`config.mk`:
```
export PLATFORM = sky130hd
export DESIGN_NAME = int_ctrl
export DESIGN_NICKNAME = d
export VERILOG_FILES = /design/src/rtl/int_ctrl.sv
export SDC_FILE = /design/constraint.sdc
export NUM_CORES = 1
export LEC_CHECK = 0
export CORE_MARGIN = 2
export CORE_UTILIZATION = 30
export DETAILED_ROUTE_END_ITERATION = 10
export PLACE_DENSITY_LB_ADDON = 0.05
export SLEW_MARGIN = 10
export SYNTH_ARGS = -nofsm -noshare
export SYNTH_HDL_FRONTEND = slang
export SYNTH_SLANG_ARGS = --single-unit
```
`constraint.sdc`:
```
create_clock -name clk -period 1.95 [get_ports clk]
set_input_delay 0.39 -clock clk [delete_from_list [all_inputs] [get_ports clk]]
set_output_delay 0.39 -clock clk [all_outputs]
set_load 0.05 [all_outputs]
```
`src/rtl/int_ctrl.sv`:
```
// int_ctrl: four-line interrupt controller with input synchronisers, rising-edge
// pending latches, a per-line enable mask and fixed priority (line 0 highest).
// Only one interrupt is outstanding at a time: after a request is acknowledged,
// no new request is raised until the CPU signals return-from-interrupt.
module int_ctrl #(
    parameter logic [9:0] VEC0 = 10'b1111111011,
    parameter logic [9:0] VEC1 = 10'b1111111110,
    parameter logic [9:0] VEC2 = 10'b1111111101,
    parameter logic [9:0] VEC3 = 10'b1111111100
) (
    input  logic       clk,
    input  logic       reset,
    input  logic [3:0] irq_in,
    input  logic       mask_we,
    input  logic [3:0] mask_d,
    input  logic       int_ack,
    input  logic       reti,
    output logic       int_req,
    output logic [9:0] vector,
    output logic [3:0] pending,
    output logic       in_service
);

    typedef enum logic [1:0] {
        IDLE    = 2'd0,
        REQ     = 2'd1,
        SERVICE = 2'd2
    } state_t;

    state_t     state;
    state_t     state_next;

    logic [3:0] s1;
    logic [3:0] s2;
    logic [3:0] s3;
    logic [3:0] edge_det;
    logic [3:0] mask;
    logic [3:0] active;
    logic [3:0] ack_clr;
    logic [1:0] sel;
    logic [1:0] sel_lowest;
    logic [9:0] vec_lowest;

    // Three-stage shift per line: s1/s2 resolve metastability, s3 remembers the previous level
    always_ff @(posedge clk or posedge reset) begin
        if (reset) begin
            s1 <= '0;
            s2 <= '0;
            s3 <= '0;
        end else begin
            s1 <= irq_in;
            s2 <= s1;
            s3 <= s2;
        end
    end

    // A line high at reset release still produces one event because s3 starts low
    assign edge_det = s2 & ~s3;

    // Enable mask; masked lines still latch pending but never raise a request
    always_ff @(posedge clk or posedge reset) begin
        if (reset) begin
            mask <= '0;
        end else if (mask_we) begin
            mask <= mask_d;
        end
    end

    assign active = pending & mask;

    // Fixed-priority pick of the lowest enabled pending line and its vector
    always_comb begin
        sel_lowest = 2'd3;
        if (active[0]) begin
            sel_lowest = 2'd0;
        end else if (active[1]) begin
            sel_lowest = 2'd1;
        end else if (active[2]) begin
            sel_lowest = 2'd2;
        end
        case (sel_lowest)
            2'd0:    vec_lowest = VEC0;
            2'd1:    vec_lowest = VEC1;
            2'd2:    vec_lowest = VEC2;
            default: vec_lowest = VEC3;
        endcase
    end

    // Next-state logic; the ack also produces the clear mask for the serviced line
    always_comb begin
        state_next = state;
        ack_clr    = '0;
        unique case (state)
            IDLE: begin
                if (|active) begin
                    state_next = REQ;
                end
            end
            REQ: begin
                if (int_ack) begin
                    state_next = SERVICE;
                    ack_clr    = 4'b0001 << sel;
                end
            end
            SERVICE: begin
                if (reti) begin
                    state_next = IDLE;
                end
            end
            default: begin
                state_next = IDLE;
            end
        endcase
    end

    // State register
    always_ff @(posedge clk or posedge reset) begin
        if (reset) begin
            state <= IDLE;
        end else begin
            state <= state_next;
        end
    end

    // Registered outputs; sel and vector are frozen once a request has been raised
    always_ff @(posedge clk or posedge reset) begin
        if (reset) begin
            int_req    <= 1'b0;
            in_service <= 1'b0;
            sel        <= 2'd0;
            vector     <= '0;
        end else begin
            int_req    <= (state_next == REQ);
            in_service <= (state_next == SERVICE);
            if ((state == IDLE) && (state_next == REQ)) begin
                sel    <= sel_lowest;
                vector <= vec_lowest;
            end
        end
    end

    // Pending flags; a fresh edge on the acknowledged line wins over the ack clear
    always_ff @(posedge clk or posedge reset) begin
        if (reset) begin
            pending <= '0;
        end else begin
            pending <= (pending & ~ack_clr) | edge_det;
        end
    end

endmodule

```
==> impl_results.html, run 1 <==
<table>
<tr><th>Metric</th><th>Value</th></tr>
<tr><th colspan="2">Outcome</th></tr>
<tr><td>Outcome</td><td>completed</td></tr>
<tr><th colspan="2">Drt</th></tr>
<tr><td>Detailed-routing iteration count for the pre-antenna-repair pass</td><td>4</td></tr>
<tr><td>Detailed-route wire length per cell</td><td>approximately 11 um</td></tr>
<tr><td>Count of unresolved DRC violations after routing</td><td>0</td></tr>
<tr><td>Drt first-iter violations</td><td>34</td></tr>
<tr><td>Count of antenna-violating nets left after detailed routing</td><td>0</td></tr>
<tr><td>Routed WL</td><td>1810 um</td></tr>
<tr><td>Via total after detailed routing</td><td>707</td></tr>
<tr><td>Via density</td><td>around 4.4</td></tr>
<tr><th colspan="2">Pwr</th></tr>
<tr><td>Leak</td><td>~0.63 nW</td></tr>
<tr><td>Pwr dens</td><td>roughly 1500 nW/um^2</td></tr>
<tr><td>Worst ir drop on vdd</td><td>~0.41 mV</td></tr>
<tr><th colspan="2">GRT</th></tr>
<tr><td>Number of antenna violations at the first check in global routing</td><td>0</td></tr>
<tr><td>Most Used Layer, Global Route</td><td>met2</td></tr>
<tr><td>Aggregate global-route resource usage</td><td>0.105</td></tr>
<tr><td>Wire length of the first global-routing pass</td><td>around 3200 um</td></tr>
<tr><td>Grt met2 use</td><td>0.171</td></tr>
<tr><td>Met1 Resource Use GR</td><td>0.114</td></tr>
<tr><td>Vias in the first global route</td><td>718</td></tr>
<tr><td>Pin count of the biggest net entering global routing</td><td>31</td></tr>
<tr><td>Congestion Overflow GR</td><td>0</td></tr>
<tr><td>Met3 demand-to-capacity share in global routing</td><td>0.0475</td></tr>
<tr><th colspan="2">Synth</th></tr>
<tr><td>Post-Syn Area per Cell</td><td>around 13 sq um</td></tr>
<tr><td>Combined area of all synthesized cells</td><td>1090 sq um</td></tr>
<tr><td>Share of the synthesized area in the top cell type</td><td>0.690</td></tr>
<tr><td>Proportion of synthesized chip area in sequential cells</td><td>0.690</td></tr>
<tr><td>Leading post-synthesis cells by cell area</td><td>sky130_fd_sc_hd__dfrtp_1 69%, sky130_fd_sc_hd__buf_4 4.1%, sky130_fd_sc_hd__mux2_2 4.1%, sky130_fd_sc_hd__o21ai_0 3.7%, sky130_fd_sc_hd__inv_1 2.4%</td></tr>
<tr><td>Simple-gate area share of the yosys netlist</td><td>0.0667</td></tr>
<tr><td>Adder-cell share of the synthesized area</td><td>0</td></tr>
<tr><td>Number of cells produced by synthesis</td><td>85</td></tr>
<tr><td>Syn nets</td><td>about 100</td></tr>
<tr><td>Compound-cell area share of the yosys netlist</td><td>0.132</td></tr>
<tr><td>Xor and xnor area share after synthesis</td><td>0</td></tr>
<tr><td>Synthesized flop and latch total</td><td>30</td></tr>
<tr><td>Cell taking the most area after synthesis</td><td>sky130_fd_sc_hd__dfrtp_1</td></tr>
<tr><td>Distinct cell type count after synthesis</td><td>21</td></tr>
<tr><td>Mux contribution to synthesized area</td><td>0.0414</td></tr>
<tr><td>Number of synthesis warnings</td><td>0</td></tr>
<tr><td>Dominant combinational cell family by area after synthesis</td><td>compound AO/OA/AOI/OAI gates</td></tr>
<tr><th colspan="2">STA</th></tr>
<tr><td>Total count of max-transition violations in the final report</td><td>0</td></tr>
<tr><td>Minimum setup slack in the final design</td><td>about 0.07 ns</td></tr>
<tr><td>Post-route minimum period</td><td>around 1.9 ns</td></tr>
<tr><td>Worst-margin pin slew</td><td>slightly below 0.5 ns</td></tr>
<tr><td>Portion of the clock cycle consumed by the worst path in the final layout</td><td>0.965</td></tr>
<tr><td>Final Setup Violations</td><td>0</td></tr>
<tr><td>Unrepaired setup endpoints after global routing</td><td>false</td></tr>
<tr><td>Worst slew slack as a fraction of its limit</td><td>0.672</td></tr>
<tr><td>Hold WS</td><td>around 0.35 ns</td></tr>
<tr><td>Worst-case clock skew</td><td>0.00498 ns</td></tr>
<tr><td>TNS Setup</td><td>0 ns</td></tr>
<tr><td>Maximum achievable frequency</td><td>roughly 530 MHz</td></tr>
<tr><td>Count of final hold-check violations</td><td>0</td></tr>
<tr><th colspan="2">CTS</th></tr>
<tr><td>Clock-pin slew on the worst setup and hold paths</td><td>0.09 ns</td></tr>
<tr><td>H-tree depth</td><td>2</td></tr>
<tr><td>Root buffer cell</td><td>sky130_fd_sc_hd__clkbuf_4</td></tr>
<tr><td>Worst-skew pair later-pin latency</td><td>roughly 0.32 ns</td></tr>
<tr><td>Post-CTS sizing</td><td>0</td></tr>
<tr><td>Cts bufs inserted</td><td>5</td></tr>
<tr><td>Setup fix buffers added after clock tree synthesis</td><td>0</td></tr>
<tr><td>Clock sinks</td><td>30</td></tr>
<tr><td>Post-CTS Hold Fix Bufs</td><td>0</td></tr>
<tr><td>CTS tree</td><td>yes</td></tr>
<tr><td>Max Root-Sink Buffers</td><td>2</td></tr>
<tr><th colspan="2">Layout</th></tr>
<tr><td>Synth-to-layout area growth</td><td>31.8%</td></tr>
<tr><td>Count of fill cells added during filler insertion</td><td>approximately 340</td></tr>
<tr><td>Commonest non-fill, non-tap cell in the layout</td><td>sky130_fd_sc_hd__dfrtp_1</td></tr>
<tr><td>Ant. Diodes</td><td>0</td></tr>
<tr><td>Most frequent cells in the layout</td><td>30 x sky130_fd_sc_hd__dfrtp_1, 17 x sky130_fd_sc_hd__clkdlybuf4s50_1, 12 x sky130_fd_sc_hd__buf_4, 8 x sky130_fd_sc_hd__o21ai_0</td></tr>
<tr><td>Final core utilization</td><td>0.420</td></tr>
<tr><td>Final-stage net count</td><td>around 130</td></tr>
<tr><td>Layout cell share with drive strength beyond 1</td><td>0.209</td></tr>
<tr><td>Seq. cell area</td><td>between 700 and 800 sq um</td></tr>
<tr><td>Total area of multi-input combinational cells</td><td>between 200 and 300 sq um</td></tr>
<tr><td>Non-filler instance count after layout</td><td>between 150 and 200</td></tr>
<tr><th colspan="2">Setup path</th></tr>
<tr><td>Maximum fanout encountered on the critical timing path</td><td>2</td></tr>
<tr><td>Gate family responsible for the most delay along the worst path</td><td>buffers and inverters</td></tr>
<tr><td>Sum of buffers and inverters on the critical path</td><td>1</td></tr>
<tr><td>Data arrival time at the worst-slack endpoint</td><td>roughly 1.5 ns</td></tr>
<tr><td>Worst path required time</td><td>1.56 ns</td></tr>
<tr><td>Worst setup path class</td><td>reg -&gt; out</td></tr>
<tr><td>Crit end category</td><td>output pin</td></tr>
<tr><td>Startpoint class of the critical path</td><td>flop</td></tr>
<tr><td>Worst stage delay on the critical path</td><td>approximately 0.80 ns</td></tr>
<tr><td>Crit path max-delay cell type</td><td>sky130_fd_sc_hd__clkdlybuf4s50_1</td></tr>
<tr><td>Critical-path cell list</td><td>clkdlybuf4s50_1</td></tr>
<tr><th colspan="2">Worst hold path</th></tr>
<tr><td>Hold Crit Class</td><td>reg -&gt; reg</td></tr>
<tr><th colspan="2">Placement</th></tr>
<tr><td>Port Buffers</td><td>28</td></tr>
<tr><td>Placement Setup Slack</td><td>0.400 ns</td></tr>
<tr><td>HPWL Detailed</td><td>between 1000 and 1500 um</td></tr>
<tr><td>Placer congestion estimate</td><td>between 0.7 and 0.8</td></tr>
<tr><td>Post-placement cell count</td><td>153</td></tr>
<tr><th colspan="2">Floorplanning</th></tr>
<tr><td>Count of boundary I/O pins</td><td>29</td></tr>
<tr><td>Total core area</td><td>~3400 sq um</td></tr>
<tr><td>Die height</td><td>around 64 um</td></tr>
<tr><td>Area of the die</td><td>a little over 4000 sq um</td></tr>
<tr><td>Starting Density</td><td>0.319</td></tr>
<tr><td>Placement row count</td><td>21</td></tr>
<tr><td>Die W</td><td>roughly 64 um</td></tr>
<tr><th colspan="2">Job</th></tr>
<tr><td>Max-cap violations</td><td>0</td></tr>
</table>
-- layer usage --
layer,share of wire,vias to the layer above
met1,0.42,334
met5,0,-
met2,0.49,25
met3,0.067,5
li1,-,343
met4,0.020,0
-- per-stage QoR --
| step | total power (W) | cell area [sq um] |
|---|---|---|
| finish | 0.00216 | 1440 |
| global route | 0.00232 | 1440 |
| CTS | 0.00220 | 1440 |
| detailed placement | 0.00174 | 1360 |
| global placement | 0.00173 | 1360 |
| floorplan | 0.00147 | 1090 |
-- registers in the layout (all words and copies together), names as in the netlist --
name / cells
mask: 4
pending: 4
s1: 4
s2: 4
s3: 4
vector: 4
sel: 2
state: 2
in_service: 1
int_req: 1
-- cell families (layout without fill, tap and decap cells) --
family,Yosys count,after routing
buffers and inverters,14,44
flip-flops,30,30
multiplexers,4,4
AO/OA/AOI/OAI,22,22
AND/OR/NAND/NOR,15,15
-- area by class of cell --
type,instances,area share
sequential,30,0.523
multi-input combinational,41,0.182
timing repair buffer,29,0.181
clock buffer,8,0.0549
tap,46,0.0401
inverter,7,0.0183
-- cells in the mapped netlist --
master	count
sky130_fd_sc_hd__a21oi_1	3
sky130_fd_sc_hd__a222oi_1	1
sky130_fd_sc_hd__a22oi_1	1
sky130_fd_sc_hd__a32oi_1	1
sky130_fd_sc_hd__and2_1	1
sky130_fd_sc_hd__buf_2	1
sky130_fd_sc_hd__buf_4	6
sky130_fd_sc_hd__dfrtp_1	30
sky130_fd_sc_hd__inv_1	7
sky130_fd_sc_hd__mux2_2	4
sky130_fd_sc_hd__nand2_1	7
sky130_fd_sc_hd__nand3b_1	1
sky130_fd_sc_hd__nand4b_1	1
sky130_fd_sc_hd__nor2_1	3
sky130_fd_sc_hd__o21a_1	2
sky130_fd_sc_hd__o21ai_0	8
sky130_fd_sc_hd__o22a_1	3
sky130_fd_sc_hd__o22ai_1	1
sky130_fd_sc_hd__o31ai_1	2
sky130_fd_sc_hd__or2_0	1
sky130_fd_sc_hd__or2_1	1
-- final timing paths --
path                       depth (start not counted)        from         end  slack [ns]
setup / recovery                                   1   vector[0]   vector[0]        0.07
hold / removal                                     0       s1[1]       s2[1]        0.35
setup reg to reg                                   3  pending[3]   vector[8]        0.54
hold reg to reg                                    0       s1[1]       s2[1]        0.35
max in group asynchronous                          3       reset  in_service        1.25
min in group asynchronous                          3       reset       s3[0]        0.42
-- report_power, final --
group	total, W	internal, W	leakage (nW)	switching (W)
sequential	0.000907	0.000773	0.340	0.000134
clock	0.000446	0.000246	0.0446	0.000200
combinational	0.000807	0.000296	0.247	0.000511
(Power assumes the default switching activity.)
==> inputs of run 2 (changes only) <==
--- a/config.mk
+++ b/config.mk
@@ -5,9 +5,11 @@
 export SDC_FILE = /design/constraint.sdc
 export NUM_CORES = 1
 export LEC_CHECK = 0
+export CORE_ASPECT_RATIO = 0.7
 export CORE_MARGIN = 2
 export CORE_UTILIZATION = 30
 export DETAILED_ROUTE_END_ITERATION = 10
+export DONT_BUFFER_PORTS = 1
 export PLACE_DENSITY_LB_ADDON = 0.05
 export SLEW_MARGIN = 10
 export SYNTH_ARGS = -nofsm -noshare
==> impl_results.html, run 2 (synthesized netlist as in run 1, its figures left out) <==
<table>
<tr><th>Metric</th><th>Value</th></tr>
<tr><th colspan="2">Setup path</th></tr>
<tr><td>Worst setup path class</td><td>reg -&gt; out (unchanged)</td></tr>
<tr><td>Maximum fanout encountered on the critical timing path</td><td>8 (was 2)</td></tr>
<tr><td>Crit end category</td><td>output pin (unchanged)</td></tr>
<tr><td>Worst path required time</td><td>1.56 ns (about the same)</td></tr>
<tr><td>Critical-path cell list</td><td>buf_12 (was clkdlybuf4s50_1)</td></tr>
<tr><td>Startpoint class of the critical path</td><td>flop (unchanged)</td></tr>
<tr><td>Data arrival time at the worst-slack endpoint</td><td>1.06 ns (was 1.49 ns)</td></tr>
<tr><td>Crit path max-delay cell type</td><td>sky130_fd_sc_hd__dfrtp_4 (was sky130_fd_sc_hd__clkdlybuf4s50_1)</td></tr>
<tr><td>Worst stage delay on the critical path</td><td>0.41 ns (was 0.80 ns)</td></tr>
<tr><td>Gate family responsible for the most delay along the worst path</td><td>flip-flops (was buffers and inverters)</td></tr>
<tr><td>Sum of buffers and inverters on the critical path</td><td>1 (unchanged)</td></tr>
<tr><th colspan="2">CTS</th></tr>
<tr><td>Setup fix buffers added after clock tree synthesis</td><td>0 (unchanged)</td></tr>
<tr><td>Root buffer cell</td><td>sky130_fd_sc_hd__clkbuf_8 (was sky130_fd_sc_hd__clkbuf_4)</td></tr>
<tr><td>Post-CTS Hold Fix Bufs</td><td>1 (was 0)</td></tr>
<tr><td>Worst-skew pair later-pin latency</td><td>0.28 ns (was 0.32 ns)</td></tr>
<tr><td>Cts bufs inserted</td><td>5 (unchanged)</td></tr>
<tr><td>Max Root-Sink Buffers</td><td>2 (unchanged)</td></tr>
<tr><td>Clock-pin slew on the worst setup and hold paths</td><td>0.07 ns (was 0.09 ns)</td></tr>
<tr><td>CTS tree</td><td>yes (unchanged)</td></tr>
<tr><td>H-tree depth</td><td>2 (unchanged)</td></tr>
<tr><td>Post-CTS sizing</td><td>0 (unchanged)</td></tr>
<tr><td>Clock sinks</td><td>30 (unchanged)</td></tr>
<tr><th colspan="2">Worst hold path</th></tr>
<tr><td>Hold Crit Class</td><td>in -&gt; reg (was reg -&gt; reg)</td></tr>
<tr><th colspan="2">STA</th></tr>
<tr><td>Minimum setup slack in the final design</td><td>0.498 ns (was 0.0690 ns)</td></tr>
<tr><td>Hold WS</td><td>0.133 ns (was 0.354 ns)</td></tr>
<tr><td>Post-route minimum period</td><td>1.45 ns (was 1.88 ns)</td></tr>
<tr><td>Count of final hold-check violations</td><td>0 (unchanged)</td></tr>
<tr><td>TNS Setup</td><td>0 ns (unchanged)</td></tr>
<tr><td>Portion of the clock cycle consumed by the worst path in the final layout</td><td>0.745 (was 0.965)</td></tr>
<tr><td>Maximum achievable frequency</td><td>689 MHz (was 532 MHz)</td></tr>
<tr><td>Final Setup Violations</td><td>0 (unchanged)</td></tr>
<tr><td>Total count of max-transition violations in the final report</td><td>0 (unchanged)</td></tr>
<tr><td>Unrepaired setup endpoints after global routing</td><td>false (unchanged)</td></tr>
<tr><td>Worst-case clock skew</td><td>0.00422 ns (was 0.00498 ns)</td></tr>
<tr><td>Worst slew slack as a fraction of its limit</td><td>0.662 (was 0.672)</td></tr>
<tr><td>Worst-margin pin slew</td><td>0.508 ns (was 0.491 ns)</td></tr>
<tr><th colspan="2">Layout</th></tr>
<tr><td>Ant. Diodes</td><td>0 (unchanged)</td></tr>
<tr><td>Commonest non-fill, non-tap cell in the layout</td><td>sky130_fd_sc_hd__dfrtp_1 (unchanged)</td></tr>
<tr><td>Layout cell share with drive strength beyond 1</td><td>0.213 (was 0.209)</td></tr>
<tr><td>Final-stage net count</td><td>106 (was 127)</td></tr>
<tr><td>Synth-to-layout area growth</td><td>21.5% (was 31.8%)</td></tr>
<tr><td>Most frequent cells in the layout</td><td>29 x sky130_fd_sc_hd__dfrtp_1, 8 x sky130_fd_sc_hd__o21ai_0, 7 x sky130_fd_sc_hd__nand2_1, 7 x sky130_fd_sc_hd__inv_1 (was 30 x sky130_fd_sc_hd__dfrtp_1, 17 x sky130_fd_sc_hd__clkdlybuf4s50_1, 12 x sky130_fd_sc_hd__buf_4, 8 x sky130_fd_sc_hd__o21ai_0)</td></tr>
<tr><td>Count of fill cells added during filler insertion</td><td>350 (was 342)</td></tr>
<tr><td>Final Cell Area</td><td>1320 sq um (was 1440 sq um)</td></tr>
<tr><th colspan="2">Placement</th></tr>
<tr><td>Placement Setup Slack</td><td>0.587 ns (was 0.400 ns)</td></tr>
<tr><td>Placer congestion estimate</td><td>0.682 (was 0.739)</td></tr>
<tr><td>HPWL Detailed</td><td>1370 um (was 1290 um)</td></tr>
<tr><td>Port Buffers</td><td>0 (was 28)</td></tr>
<tr><td>Instance area at placement</td><td>1170 sq um (was 1360 sq um)</td></tr>
<tr><th colspan="2">GRT</th></tr>
<tr><td>Number of antenna violations at the first check in global routing</td><td>0 (unchanged)</td></tr>
<tr><td>Wire length of the first global-routing pass</td><td>3120 um (was 3200 um)</td></tr>
<tr><td>Aggregate global-route resource usage</td><td>0.110 (was 0.105)</td></tr>
<tr><td>Vias in the first global route</td><td>640 (was 718)</td></tr>
<tr><td>Pin count of the biggest net entering global routing</td><td>12 (was 31)</td></tr>
<tr><td>Congestion Overflow GR</td><td>0 (unchanged)</td></tr>
<tr><th colspan="2">Pwr</th></tr>
<tr><td>Pwr dens</td><td>1810 nW/um^2 (was 1510 nW/um^2)</td></tr>
<tr><td>PnR Total Power</td><td>0.00239 W (was 0.00216 W)</td></tr>
<tr><td>Leak</td><td>0.583 nW (was 0.632 nW)</td></tr>
<tr><td>Worst ir drop on vdd</td><td>0.496 mV (was 0.410 mV)</td></tr>
<tr><th colspan="2">Drt</th></tr>
<tr><td>Count of unresolved DRC violations after routing</td><td>0 (unchanged)</td></tr>
<tr><td>Routed WL</td><td>1900 um (was 1810 um)</td></tr>
<tr><td>Via density</td><td>4.37 (was 4.39)</td></tr>
<tr><td>Detailed-route wire length per cell</td><td>13.2 um (was 11.2 um)</td></tr>
<tr><td>Detailed-routing iteration count for the pre-antenna-repair pass</td><td>4 (unchanged)</td></tr>
<tr><td>Drt first-iter violations</td><td>11 (was 34)</td></tr>
<tr><td>Count of antenna-violating nets left after detailed routing</td><td>0 (unchanged)</td></tr>
<tr><td>Via total after detailed routing</td><td>629 (was 707)</td></tr>
<tr><th colspan="2">Job</th></tr>
<tr><td>Max-cap violations</td><td>0 (unchanged)</td></tr>
<tr><th colspan="2">Floorplanning</th></tr>
<tr><td>Total core area</td><td>3490 sq um (was 3420 sq um)</td></tr>
<tr><td>Die height</td><td>54.4 um (was 64.2 um)</td></tr>
<tr><td>Die W</td><td>76.0 um (was 64.2 um)</td></tr>
<tr><td>Count of boundary I/O pins</td><td>29 (unchanged)</td></tr>
<tr><td>Area of the die</td><td>4130 sq um (about the same)</td></tr>
<tr><td>Starting Density</td><td>0.312 (was 0.319)</td></tr>
<tr><td>Placement row count</td><td>18 (was 21)</td></tr>
<tr><th colspan="2">Outcome</th></tr>
<tr><td>Outcome</td><td>completed (unchanged)</td></tr>
</table>
run 2: cell types whose count changed in the layout (fill, tap and decap cells not counted), sizes merged:
| cell | before | now |
|---|---|---|
| buf | 12 | 7 |
| bufinv | 0 | 2 |
| clkbuf | 8 | 6 |
| clkdlybuf4s50 | 17 | 0 |
| dlygate4sd3 | 0 | 1 |
run 2: final timing paths:
check | from | endpoint | slack [ns] | cells past startpoint
hold / removal | irq_in[2] | s1[2] | 0.13 | 0
hold reg to reg | s1[1] | s2[1] | 0.35 | 0
setup reg to reg | mask[3] | state[0] | 0.54 | 3
max in group asynchronous | reset | mask[0] | 0.91 | 3
min in group asynchronous | reset | int_req | 0.54 | 2
setup / recovery | vector[8] | vector[9] | 0.50 | 1
run 2: layer usage:
metal,global-route usage,up-vias,part of all wire
met4,0.0727,0,0.017
met1,0.132,303,0.49
li1,-,301,-
met5,0,-,0
met3,0.0578,5,0.073
met2,0.156,20,0.42
run 2: metrics by stage:
step,util,instances
2_1_floorplan,-,85
3_3_place_gp,0.335,135
3_5_place_dp,0.335,135
4_1_cts,0.379,144
5_1_grt,0.379,144
6_report,0.379,144
run 2: final cells by class:
class / instances / area [sq um] / share of cell area
Tap cell: 50 / 62.6 / 0.0473
Inverter: 7 / 26.3 / 0.0199
Timing Repair Buffer: 8 / 75.1 / 0.0568
Sequential cell: 30 / 754 / 0.570
Clock inverter: 2 / 60.1 / 0.0454
Clock buffer: 6 / 82.6 / 0.0624
Multi-Input combinational cell: 41 / 262 / 0.198
run 2: where the power goes:
group / switching [W] / internal [W] / total (W)
registers: 0.000301 / 0.000772 / 0.00107
logic: 0.000343 / 0.000196 / 0.000539
clock network: 0.000234 / 0.000545 / 0.000779
total: 0.000878 / 0.00151 / 0.00239
==> edit: new RTL, flow settings as in run 1 <==
Re-encode `state_t` (3 states) as one-hot, 3 bits wide.
--- a/src/rtl/int_ctrl.sv
+++ b/src/rtl/int_ctrl.sv
@@ -23,6 +23,6 @@
 
-    typedef enum logic [1:0] {
-        IDLE    = 2'd0,
-        REQ     = 2'd1,
-        SERVICE = 2'd2
+    typedef enum logic [2:0] {
+        IDLE    = 3'b001,
+        REQ     = 3'b010,
+        SERVICE = 3'b100
     } state_t;
Check against the original RTL: no difference found for any inputs over 10 cycles, from zero or initial values and one cycle with reset high; not proved beyond that.
==> edit against run 1 <==
- power fell by 3.4%
- synthesized cell count rose by 2.4%
- worst setup slack improved by 0.074 ns
- global-route usage rose by 0.057 points
- sequential cell count rose by 1
- sequential power fell by 0.4%
- routed wire length rose by 7.7%
- non-clock buffer count did not move
- cell area rose by 5.5%
- area after synthesis rose by 6.3%
- via count rose by 3.5%
- clock skew fell by 0.0011 ns
- critical path type unchanged
==> edit: results (changes against run 1) <==
- The critical path data arrival time is 1.42 ns (was 1.49 ns).
- The worst setup slack for register-to-register paths was 0.30 ns (was 0.54 ns).
- The share of power burned in registers is 43.3% (was 42.0%).
- The placer's final routability congestion estimate came to 0.719 (was 0.739).
- The cell count after placement was 158 (was 153).
- The clock-pin slew on the worst setup and hold paths is 0.06 ns (was 0.09 ns).
- The later-pin clock latency in the skew report was 0.27 ns (was 0.32 ns).
- The gate count after technology mapping is 87 (was 85).
- The number of global-route vias before repair is 700 (was 718).
- The complex-gate fraction of the synthesized area came to 11.8% (was 13.2%).
- The combined global-route utilization of all metal layers was 10.5% (about the same).
- The proportion of layout cells with a drive suffix above 1 is 22.0% (was 20.9%).
- The count of nets after finishing came to 130 (was 127).
- The cell area power density is 1380 nW/um^2 (was 1510 nW/um^2).
- The multi-input gate share of the layout cell area is 19.9% (was 18.2%).
- The peak ir drop on the vdd network is 0.561 mV (was 0.410 mV).
- The total nets after synthesis came to 100 (was 98).
- The fraction of area in clock buffers and inverters is 5.37% (was 5.49%).
- The total routed wirelength is 1950 um (was 1810 um).
- The post-placement cell area came to 1430 um^2 (was 1360 um^2).
- The fraction of cell area in non-clock buffers is 17.2% (was 18.1%).
- The relative contribution of the clock network to total power is 22.3% (was 20.6%).
- The average via count per standard cell is 4.41 (was 4.39).
- The count of clock buffers in the final design is 7 (was 8).
- The timing endpoint of the critical path is vector[2] (was vector[0]).
- The worst hold-check slack is 0.349 ns (was 0.354 ns).
- The number of distinct standard cells referenced by the synthesized netlist came to 25 (was 21).
- The end of the worst register-to-register path is sel[0] (was vector[8]).
- The first-pass GRT wire length was 3280 um (was 3200 um).
- The end of the worst hold path was s2[3] (was s2[1]).
- The non-filler instance count after layout is 166 (was 161).
- The cell chosen for the clock root is sky130_fd_sc_hd__clkbuf_8 (was sky130_fd_sc_hd__clkbuf_4).
- The proportion of synthesized area in mux cells is 6.70% (was 4.14%).
- The sequential share of cell area is 51.3% (was 52.3%).
- The switching power is 767 uW (was 846 uW).
- The number of storage elements in the synthesis netlist was 31 (was 30).
- The maximum number of pins on one net before global-route repair is 32 (was 31).
- Commonest cells in the synthesized netlist: 30 x sky130_fd_sc_hd__dfrtp_1, 9 x sky130_fd_sc_hd__inv_1, 8 x sky130_fd_sc_hd__o21ai_0 (was 30 x sky130_fd_sc_hd__dfrtp_1, 8 x sky130_fd_sc_hd__o21ai_0, 7 x sky130_fd_sc_hd__inv_1, 7 x sky130_fd_sc_hd__nand2_1, 6 x sky130_fd_sc_hd__buf_4).
- The minimum period implied by the final worst setup slack is 1.81 ns (was 1.88 ns).
- Result of the run: finished clean (unchanged).
- The transition time of the tightest slew-check pin was 0.517 ns (was 0.491 ns).
- The clock tree skew after final layout is 0.00389 ns (was 0.00498 ns).
- The post-route cell area is 1510 um^2 (was 1440 um^2).
-- edit: cell count changes in the layout (fill, tap and decap cells not counted), moves of 2 or more --
| cell | run 1 | this run |
|---|---|---|
| sky130_fd_sc_hd__inv_1 | 7 | 9 |
| sky130_fd_sc_hd__nand2_1 | 7 | 3 |
| sky130_fd_sc_hd__clkbuf_1 | 0 | 2 |
| sky130_fd_sc_hd__o22a_1 | 3 | 0 |
| sky130_fd_sc_hd__clkbuf_8 | 3 | 5 |
| sky130_fd_sc_hd__nor2_1 | 3 | 1 |
| sky130_fd_sc_hd__clkbuf_4 | 5 | 0 |
| sky130_fd_sc_hd__mux2_1 | 0 | 2 |
| sky130_fd_sc_hd__o31ai_1 | 2 | 4 |
| sky130_fd_sc_hd__nor3_1 | 0 | 2 |
-- edit: layer usage --
layer | GRT usage, % | wire length, um
met5 | 0 | 0
met4 | 6.89 | 31
met3 | 4.60 | 116
met2 | 15.4 | 902
met1 | 12.5 | 900
